## config.mk

```make
export PLATFORM = sky130hd
export DESIGN_NAME = cpu_sequencer
export DESIGN_NICKNAME = d
export VERILOG_FILES = /design/src/rtl/cpu_pkg.sv /design/src/rtl/retire_counter.sv /design/src/rtl/cpu_sequencer.sv
export SDC_FILE = /design/constraint.sdc
export NUM_CORES = 1
export LEC_CHECK = 0
export ABC_CLOCK_PERIOD_IN_PS = 2600
export CAP_MARGIN = 20
export CORE_ASPECT_RATIO = 1.2
export CORE_MARGIN = 2
export CORE_UTILIZATION = 44
export CTS_CLUSTER_SIZE = 10
export DETAILED_ROUTE_END_ITERATION = 10
export PLACE_DENSITY = 0.77
export SKIP_CTS_REPAIR_TIMING = 1
export SYNTH_ARGS = -nofsm -noshare
export SYNTH_HDL_FRONTEND = slang
export SYNTH_HIERARCHICAL = 1
export SYNTH_SLANG_ARGS = --single-unit
```

## constraint.sdc

```tcl
create_clock -name clock -period 2.6 [get_ports clock]
set_input_delay 0.52 -clock clock [delete_from_list [all_inputs] [get_ports clock]]
set_output_delay 0.52 -clock clock [all_outputs]
set_load 0.05 [all_outputs]
```

## src/rtl/cpu_pkg.sv

```systemverilog
// Shared sequencer definitions: state encodings seen by the decoder and the retirement counter width.
package cpu_pkg;
    typedef enum logic [1:0] {
        ST_FETCH = 2'b00,
        ST_EXEC1 = 2'b01,
        ST_EXEC2 = 2'b10,
        ST_HALT  = 2'b11
    } state_t;

    localparam int RETIRED_W = 16;
endpackage

```

## src/rtl/retire_counter.sv

```systemverilog
// Retired-instruction counter: enable-driven increment, async clear, natural wrap at full scale.
module retire_counter
    import cpu_pkg::*;
(
    input  logic                 clock,
    input  logic                 reset,
    input  logic                 en,
    output logic [RETIRED_W-1:0] count
);
    always_ff @(posedge clock or posedge reset) begin
        if (reset)
            count <= '0;
        else if (en)
            count <= count + 1'b1;
    end
endmodule

```

## src/rtl/cpu_sequencer.sv

```systemverilog
// Instruction sequencer FSM (FETCH/EXEC1/EXEC2/HALT) with retirement count and PC-redirect flag.
// Define CPU_SINGLE_STEP_EN to build in single-step pausing; otherwise paused/step_ack stay 0.
module cpu_sequencer
    import cpu_pkg::*;
(
    input  logic                 clock,
    input  logic                 reset,
    input  logic                 sm_extra,
    input  logic                 stop,
    input  logic                 set_jump,
    input  logic                 mul_busy,
    input  logic                 resume,
    input  logic                 step_mode,
    input  logic                 step_req,
    output logic [1:0]           state,
    output logic                 jump,
    output logic                 halted,
    output logic                 paused,
    output logic                 step_ack,
    output logic [RETIRED_W-1:0] retired
);
    state_t st;
    logic   retire;
    logic   step_hold;
    logic   step_go;

    // stop in EXEC1 sends the instruction to HALT without retiring it
    assign retire = (st == ST_EXEC1 && !stop && !sm_extra) ||
                    (st == ST_EXEC2 && !mul_busy);

`ifdef CPU_SINGLE_STEP_EN
    assign step_hold = retire & step_mode;
    assign step_go   = paused & step_req;
`else
    logic unused_step;
    assign unused_step = &{1'b0, step_mode, step_req};
    assign step_hold   = 1'b0;
    assign step_go     = 1'b0;
`endif

    always_ff @(posedge clock or posedge reset) begin
        if (reset) begin
            st       <= ST_FETCH;
            jump     <= 1'b0;
            halted   <= 1'b0;
            paused   <= 1'b0;
            step_ack <= 1'b0;
        end else begin
            step_ack <= step_hold;
            case (st)
                ST_FETCH: st <= ST_EXEC1;
                ST_EXEC1: begin
                    jump <= set_jump;
                    if (stop) begin
                        st     <= ST_HALT;
                        halted <= 1'b1;
                    end else if (sm_extra) begin
                        st <= ST_EXEC2;
                    end else if (step_hold) begin
                        st     <= ST_HALT;
                        paused <= 1'b1;
                    end else begin
                        st <= ST_FETCH;
                    end
                end
                ST_EXEC2: begin
                    if (!mul_busy) begin
                        jump <= set_jump;
                        if (step_hold) begin
                            st     <= ST_HALT;
                            paused <= 1'b1;
                        end else begin
                            st <= ST_FETCH;
                        end
                    end
                end
                default: begin
                    // step_go is gated by paused, so a stop-halt ignores step_req
                    if (resume || step_go) begin
                        st     <= ST_FETCH;
                        halted <= 1'b0;
                        paused <= 1'b0;
                    end
                end
            endcase
        end
    end

    assign state = st;

    retire_counter u_retire (
        .clock (clock),
        .reset (reset),
        .en    (retire),
        .count (retired)
    );
endmodule
```

### Yosys cells after proc, flatten, opt, wreduce, memory -nomap -nowiden

Cells that the tools add are included.

| cells by class | value |
|---|---|
| add/subtract/negate cells | 1 |
| equality and inequality tests | 4 |
| multiplexer cells | 10 |
| bitwise logic cells | 1 |
| reduce and logical (&&, ||, !) cells | 15 |

Operators with widths:

| kind | number |
|---|---|
| 16-bit by 1-bit adder with 16-bit output, second input constant | 1 |
| 2-bit two-way mux | 4 |
| 2-bit one-hot mux with 3 select lines | 1 |
| 2-bit != test, second input constant | 2 |
| 1-bit one-hot mux with 2 select lines | 2 |
| 2-bit AND reduction | 2 |
| 2-bit nonzero test | 2 |
| 4-bit nonzero test | 1 |
| 1-bit logical AND | 3 |
| 1-bit zero test | 3 |
| 1-bit two-way mux | 3 |
| 3-bit AND reduction | 1 |
| 2-bit by 1-bit equality test with 1-bit output, second input constant | 1 |
| 2-bit equality test, second input constant | 1 |
| 2-bit zero test | 1 |
| 2-bit OR reduction | 1 |
| 1-bit logical OR | 1 |
| 1-bit inverter | 1 |

| storage, ports and cells | value |
|---|---|
| register bits | 20 |
| input bits | 9 |
| output and inout bits | 22 |
| word-level logic and storage cells | 35 |

### Longest topological paths before layout

| depth | value |
|---|---|
| depth after elaboration | 4 |
| gate-level depth with buffers | 7 |
| mapped depth without buffers | 7 |

### By module

The synthesis kept the hierarchy.

By module, submodules not included:

| module | instances | cells an instance | area each (um2) | seq. area each (um2) |
|---|---|---|---|---|
| retire_counter | 1 | 57 | 710.7 | 400.4 |
| cpu_sequencer | 1 | 25 | 217.7 | 100.1 |

### Worst setup path before layout

No wires, ideal clock.

| path | value |
|---|---|
| path type | reg2reg |
| start | reg st[1], in the netlist state[1] |
| end | reg u_retire.count[13] |
| setup time | 141 ps |
| arrival | 2245 ps |
| data required time | 2459 ps |
| path slack | 214 ps |
| cell stages (with the launch flop) | 7 |
| path buffers | 0 |
| period minus slack after synthesis | 2386 ps |
| cell sequence | dfrtp_1 nand2b_1 o21ai_0 nand4_4 nor4_4 nand3_1 xnor2_1 |

| between the ends | value |
|---|---|
| word-level cells in the longest chain between the ends | 4 |
| elaborated cells on any way between the ends | 6 |
| those cells by class | 2 x eq/ne; 4 x reduce/logical |

Ends and longest elaborated chain:

| what | line | RTL |
|---|---|---|
| from (decl) | cpu_sequencer.sv:22 | `state_t st;` |
| from (signal assigned) | cpu_sequencer.sv:43 | `st <= ST_FETCH;` |
| from (signal assigned) | cpu_sequencer.sv:51 | `ST_FETCH: st <= ST_EXEC1;` |
| from (signal assigned) | cpu_sequencer.sv:55 | `st <= ST_HALT;` |
| 2-bit by 1-bit equality test with 1-bit output | cpu_sequencer.sv:28 | `assign retire = (st == ST_EXEC1 && !stop && !sm_extra) \|\|` |
| 1-bit logical AND (2 in a row) | cpu_sequencer.sv:28 |  |
| 1-bit logical OR * | cpu_sequencer.sv:28 |  |
| named net retire | cpu_sequencer.sv:23 | `logic retire;` |
| to (signal assigned) | retire_counter.sv:14 | `count <= count + 1'b1;` |
| to (decl) | retire_counter.sv:8 | `output logic [RETIRED_W-1:0] count` |

Mark *: on every way through the listed nets, which the timed path passes. The rest lies on a longest branch.
A chain may end at the register's enable or synchronous reset.

### Worst setup path after layout

| path | value |
|---|---|
| start | reg st[0], in the netlist state[0] |
| end | out state[0] |

RTL lines:

| what | line | RTL |
|---|---|---|
| to (decl) | cpu_sequencer.sv:15 | `output logic [1:0] state,` |

No word-level cell between the ends.

==> impl_metrics.json <==
{
  "outcome": "finished clean",
  "n_fill_cell": 174,
  "die_area_mm2": 0.00249,
  "min_period_over_period_pct": 82.9,
  "max_stage_delay_ps": 850,
  "synth_seq_cells": 20,
  "critPathLaunchType": "flip-flop",
  "wire_per_inst_um": 13.3,
  "slew_viol_final": 0,
  "timing.final.crit_period_ps": 2160,
  "setup_viol": 0,
  "post-dp-hpwl_um": 1340,
  "path_delay_family": "buffers and inverters",
  "synthDistinctLibCells": 27,
  "antenna_left": 0,
  "arrival_ps": 1640,
  "root_buffer": "clkbuf_4",
  "dr.first_iter.drc_count": 3,
  "max_cap_viol_count": 0,
  "wl_um": 1750,
  "cts.clk_slew.worst_paths_ps": 120,
  "antenna_found_initial": 0,
  "pre_cts_slack_ps": 122,
  "fp.dieH_um": 54.3,
  "hold_class": "in2async",
  "placedCellCount": 128,
  "dr.pass1.iters": 4,
  "synth.area.top_cells": "dfrtp_1 (54%), xnor2_1 (9.4%), xor2_1 (4.7%)",
  "synth_top_area_cell": "dfrtp_1",
  "skew_ps": 8.26,
  "cts_tree": "yes",
  "grt-ovfl-total": 0,
  "gr-usage-all-layers_pct": 16.3,
  "grt_max_degree": 17,
  "synth_warnings": 6,
  "antenna_cells": 0,
  "tightest_slew_ps": 595,
  "fmax_mhz": 464,
  "cp.required_ps": 2080,
  "p_per_area_mw_per_mm2": 981,
  "row_count": 18,
  "io_pins": 31,
  "io_buffers": 26,
  "viasPerCell": 5.17,
  "worst-path-buf-inv": 1,
  "ir_drop_uv": 726,
  "finalWorstSetupSlack_ps": 444,
  "drc": 0,
  "gp_congestion": 0.696,
  "cp_slowest_cell": "clkdlybuf4s50_1",
  "drive_gt1_share_pct": 9.82,
  "area_delta_synth_final_pct": 34.2,
  "start_util_pct": 45.8,
  "synth_top_cell_area_share_pct": 53.9,
  "synth_seq_area_share_pct": 53.9,
  "relSlewSlack_pct": 60.3,
  "h-tree-depth": 1,
  "synthCells": 82,
  "critPathMaxFanout": 8,
  "syn_area_per_cell_um2": 11.3,
  "fin_nets": 123,
  "fin_cells": 132,
  "hold_viol_final": 0,
  "end_kind": "output port",
  "tns_ps": 0,
  "clock_path_buffers": 2,
  "worst_skew_pair.late_latency_ps": 300,
  "cts_num_sinks": 20,
  "grt_pass1_vias": 708,
  "grt_pass1_wl_um": 2900,
  "vias": 682,
  "cellLeakagePower_nw": 0.546,
  "path_class": "reg2out",
  "die_x_um": 45.9,
  "synth_area_um2": 928,
  "rsz0062_at_grt": "no",
  "fp.coreArea_mm2": 0.00203,
  "crit_path_cell_trace": "clkdlybuf4s50_1",
  "numCtsBuffers": 3
}
[cell usage in the layout, fill, tap and decap left out, types with 2 or more instances in the layout]
master / count
o21ai_0: 3
xnor2_1: 10
clkbuf_4: 3
nand4_1: 3
dfrtp_1: 20
nand3_1: 5
nand2_1: 11
clkdlybuf4s50_1: 26
nor2_1: 3
inv_1: 3
conb_1: 2
xor2_1: 5
[cells in the mapped netlist]
cell type  instances
dfrtp_1           20
nand2_1           11
xnor2_1           10
nand3_1            5
xor2_1             5
inv_1              3
nand4_1            3
nor2_1             3
o21ai_0            3
buf_4              2
a21oi_1            1
and3_1             1
and4_1             1
conb_1             1
ha_1               1
inv_2              1
mux2_1             1
mux2_2             1
mux2i_1            1
nand2b_1           1
nand4_4            1
nor3_1             1
nor3_2             1
nor4_4             1
o22ai_1            1
o31a_2             1
or2_1              1
[state kept, by name (all words and copies together) (netlist names)]
name / count
state: 2
halted: 1
u_retire/count: 16
jump: 1
[power by group]
group | internal [mW] | switching [mW]
registers | 0.379 | 0.102
logic | 0.207 | 0.356
clock network | 0.0853 | 0.0925
total | 0.672 | 0.551
[worst reg2reg max path: stages (launching register included)]
cell	delay [ps]
dfrtp_1	470
nor3_1	290
nand2_1	80
o21ai_0	170
nand4_4	200
nor4_4	390
nand3_1	140
xnor2_1	140
[cell families after synthesis]
family | after synthesis | synth area share, %
buffers and inverters | 6 | 3.23
multiplexers | 3 | 3.50
XOR/XNOR | 15 | 14.2
flip-flops | 20 | 53.9
adder cells (fa/ha/maj) | 1 | 1.35
AND/OR/NAND/NOR | 30 | 19.5
AO/OA/AOI/OAI | 6 | 3.91
other | 1 | 0.404
[cell type report]
type / instances / area (µm²) / area share [%]
Clock buffer: 4 / 36.3 / 2.91
Inverter: 4 / 15.0 / 1.20
Multi-Input combinational cell: 57 / 402 / 32.2
Sequential cell: 20 / 500 / 40.2
Tap cell: 20 / 25.0 / 2.01
Timing Repair Buffer: 27 / 268 / 21.5
[stage by stage]
step                      hold WS, ps  utilization (%)  power, mW  cell area (µm²)
after CTS                         417             61.5       1.23             1250
final                             415             61.5       1.22             1250
after global routing              415             61.5       1.29             1250
after floorplan                   286                -      0.862              932
after global placement            461             59.7       1.04             1210
after detailed placement          476             59.7       1.05             1210
[worst paths after layout]
kind	start	endpoint	slack (ps)	depth (start not counted)
max in group asynchronous	reset	u_retire/count[13]	1610	2
min in group clock	jump	jump	490	1
hold / removal	reset	state[0]	420	2
setup / recovery	state[0]	state[0]	440	1
hold reg to reg	jump	jump	490	1
setup reg to reg	state[1]	u_retire/count[13]	620	7
[metal layers]
metal  vias up  part of all wire [%]  global-route usage [%]
met5         -                     0                       0
met4         0                  0.69                    8.57
met3         2                   4.0                    2.31
met2        19                    50                    27.1
met1       328                    46                    20.3
li1        333                     -                       -
No activity file was read; power rests on OpenSTA's default activity.
==> variant, RTL diff (config.mk and constraints unchanged) <==
Put a register stage on the output `retired`, cleared by the reset. The value now appears one clock later. The other outputs are not delayed to match.
--- a/src/rtl/cpu_sequencer.sv
+++ b/src/rtl/cpu_sequencer.sv
@@ -19,6 +19,8 @@
     output logic                 step_ack,
     output logic [RETIRED_W-1:0] retired
 );
+
+    logic [RETIRED_W-1:0] retired_d;
     state_t st;
     logic   retire;
     logic   step_hold;
@@ -92,6 +94,14 @@
         .clock (clock),
         .reset (reset),
         .en    (retire),
-        .count (retired)
+        .count (retired_d)
     );
+    always_ff @(posedge clock or posedge reset) begin
+        if (reset) begin
+            retired <= '0;
+        end else begin
+            retired <= retired_d;
+        end
+    end
+
 endmodule
Formal check against the unedited RTL: not equivalent (a bounded check fails within 4 cycles, from zero or initial values and one cycle with reset high).
==> variant against the original RTL <==
Routed wire length increased by 32%. Register-to-register slack got worse by 0.06 ns. Utilization decreased by 1.3 points. Power increased by 42%. Sequential cell count increased by 16. Worst setup slack got worse by 0.052 ns. Design area increased by 37%. Area after synthesis increased by 43%. Combinational power increased by 0.7%. Critical endpoint is now state[1].
==> variant: results (changes against the original RTL) <==
Place
  • Placer's final routability congestion estimate: 0.804 (+15%)
  • Pre-CTS setup slack: 0.0680 ns (-0.0537 ns)
  • Post-detail-place hpwl: 1.68 mm (+26%)
  • Post-placement cell count: 158 (+23%)
  • Placement Cell Area: 1630 um2 (+35%)

Layout
  • Fraction of layout cells with a size suffix above 1: 0.114 (+0.0154)
  • Post-layout util: 0.602 (-0.0130)
  • Filler Cell Count: 221 (+27%)
  • Final #Nets: 141 (+15%)

Timing
  • Worst Hold Margin: 0.418 ns (+0.00325 ns)
  • Worst clock skew: 0.00400 ns (-0.00425 ns)
  • Worst-case headroom to the max-slew limit: 0.504 (-0.0987)

CTS
  • Clock insertion delay at the later pin of the skew report: 0.33 ns (+0.03 ns)
  • H-tree lvl count: 2 (+1)
  • Clock sinks: 36 (+80%)
  • Number of buffers inserted during clock tree synthesis: 5 (+2)

Power
  • Leak pwr: 0.777 nW (+42%)
  • Sw frac: 0.381 (-0.0692)
  • Worst VDD drop: 0.663 mV (-8.6%)

Critical path
  • CP max FO: 9 (+1)
  • Crit Reg-Reg Startpoint: state[1]$_DFFE_PP0P_
  • R2r endpoint: u_retire/count[15]$_DFFE_PP0P_
  • Reg2Reg Setup Slack: 0.56 ns (-0.06 ns)
  • Worst endpoint data arrival time: 1.69 ns (+0.05 ns)

GRT
  • Met2 usage: 0.255 (-0.0163)
  • GRT met3 Usage: 0.0537 (+0.0306)
  • Met1 layer usage reported by global route: 0.173 (-0.0301)
  • Overall routing resource usage: 0.159 (-0.00384)
  • First-pass GRT wire length: 3.84 mm (+33%)
  • Number of global-route vias before repair: 843 (+19%)

Detailed routing
  • Met1 WL: 921 um (+15%)
  • Routed wirelength normalized by instance count: 13.9 um (+4.7%)
  • Routed via count: 807 (+18%)
  • Amount of wire on met2 after detailed routing: 1.20 mm (+38%)
  • DRT Wirelength: 2.30 mm (+32%)
  • Met3 WL post-DR: 118 um (+69%)

Synthesis
  • Top cells by count, synth: 36 x sky130_fd_sc_hd__dfrtp_1, 11 x sky130_fd_sc_hd__nand2_1, 10 x sky130_fd_sc_hd__xnor2_1
  • Part of the Yosys area used for sequential elements: 0.678 (+0.139)

Run status
  • Outcome: complete, no violations

Min path
  • Type of the tightest min-delay check: reg2reg
  • Depth of the worst hold-timing path: 0
variant: cell types whose count changed in the layout (fill, tap and decap cells not counted), sizes merged:
cell,change
dfrtp,+16
clkinvlp,+1
clkbuf,+1
clkinv,+1
bufinv,+1
variant: layout make-up:
type	instances	area share
Sequential cell	36	0.527
Inverter	4	0.00879
Timing Repair Buffer	27	0.157
Multi-Input combinational cell	57	0.235
Tap cell	34	0.0249
Clock buffer	5	0.0220
Clock inverter	3	0.0249
variant: how the worst max path moves through the flow:
stage / startpoint / to / slack (ns) / depth (start not counted)
floorplan: state[1]$_DFFE_PP0P_ / u_retire/count[13]$_DFFE_PP0P_ / 0.26 / 6
global placement: mul_busy / u_retire/count[15]$_DFFE_PP0P_ / 0.13 / 7
detailed placement: stop / u_retire/count[15]$_DFFE_PP0P_ / 0.07 / 8
CTS: state[1]$_DFFE_PP0P_ / state[1] / 0.38 / 1
global route: mul_busy / u_retire/count[15]$_DFFE_PP0P_ / 0.25 / 7
finish: state[1]$_DFFE_PP0P_ / state[1] / 0.39 / 1
variant: cells by family (layout without fill, tap and decap cells):
group	Yosys count	in the layout	synth area share
AO/OA/AOI/OAI	6	6	0.0273
XOR/XNOR	15	15	0.0989
adder cells (fa/ha/maj)	1	1	0.00941
buffers and inverters	6	39	0.0226
flip-flops	36	36	0.678
multiplexers	3	3	0.0245
other	1	2	0.00282
AND/OR/NAND/NOR	30	30	0.137
variant: power groups by stage:
stage | Sequential [mW] | Combinational (mW) | Clock [mW]
after floorplan | 1.01 | 0.154 | 0
after global placement | 0.777 | 0.560 | 0
after detailed placement | 0.789 | 0.570 | 0
after CTS | 0.779 | 0.572 | 0.396
after global routing | 0.795 | 0.599 | 0.428
final | 0.779 | 0.567 | 0.383
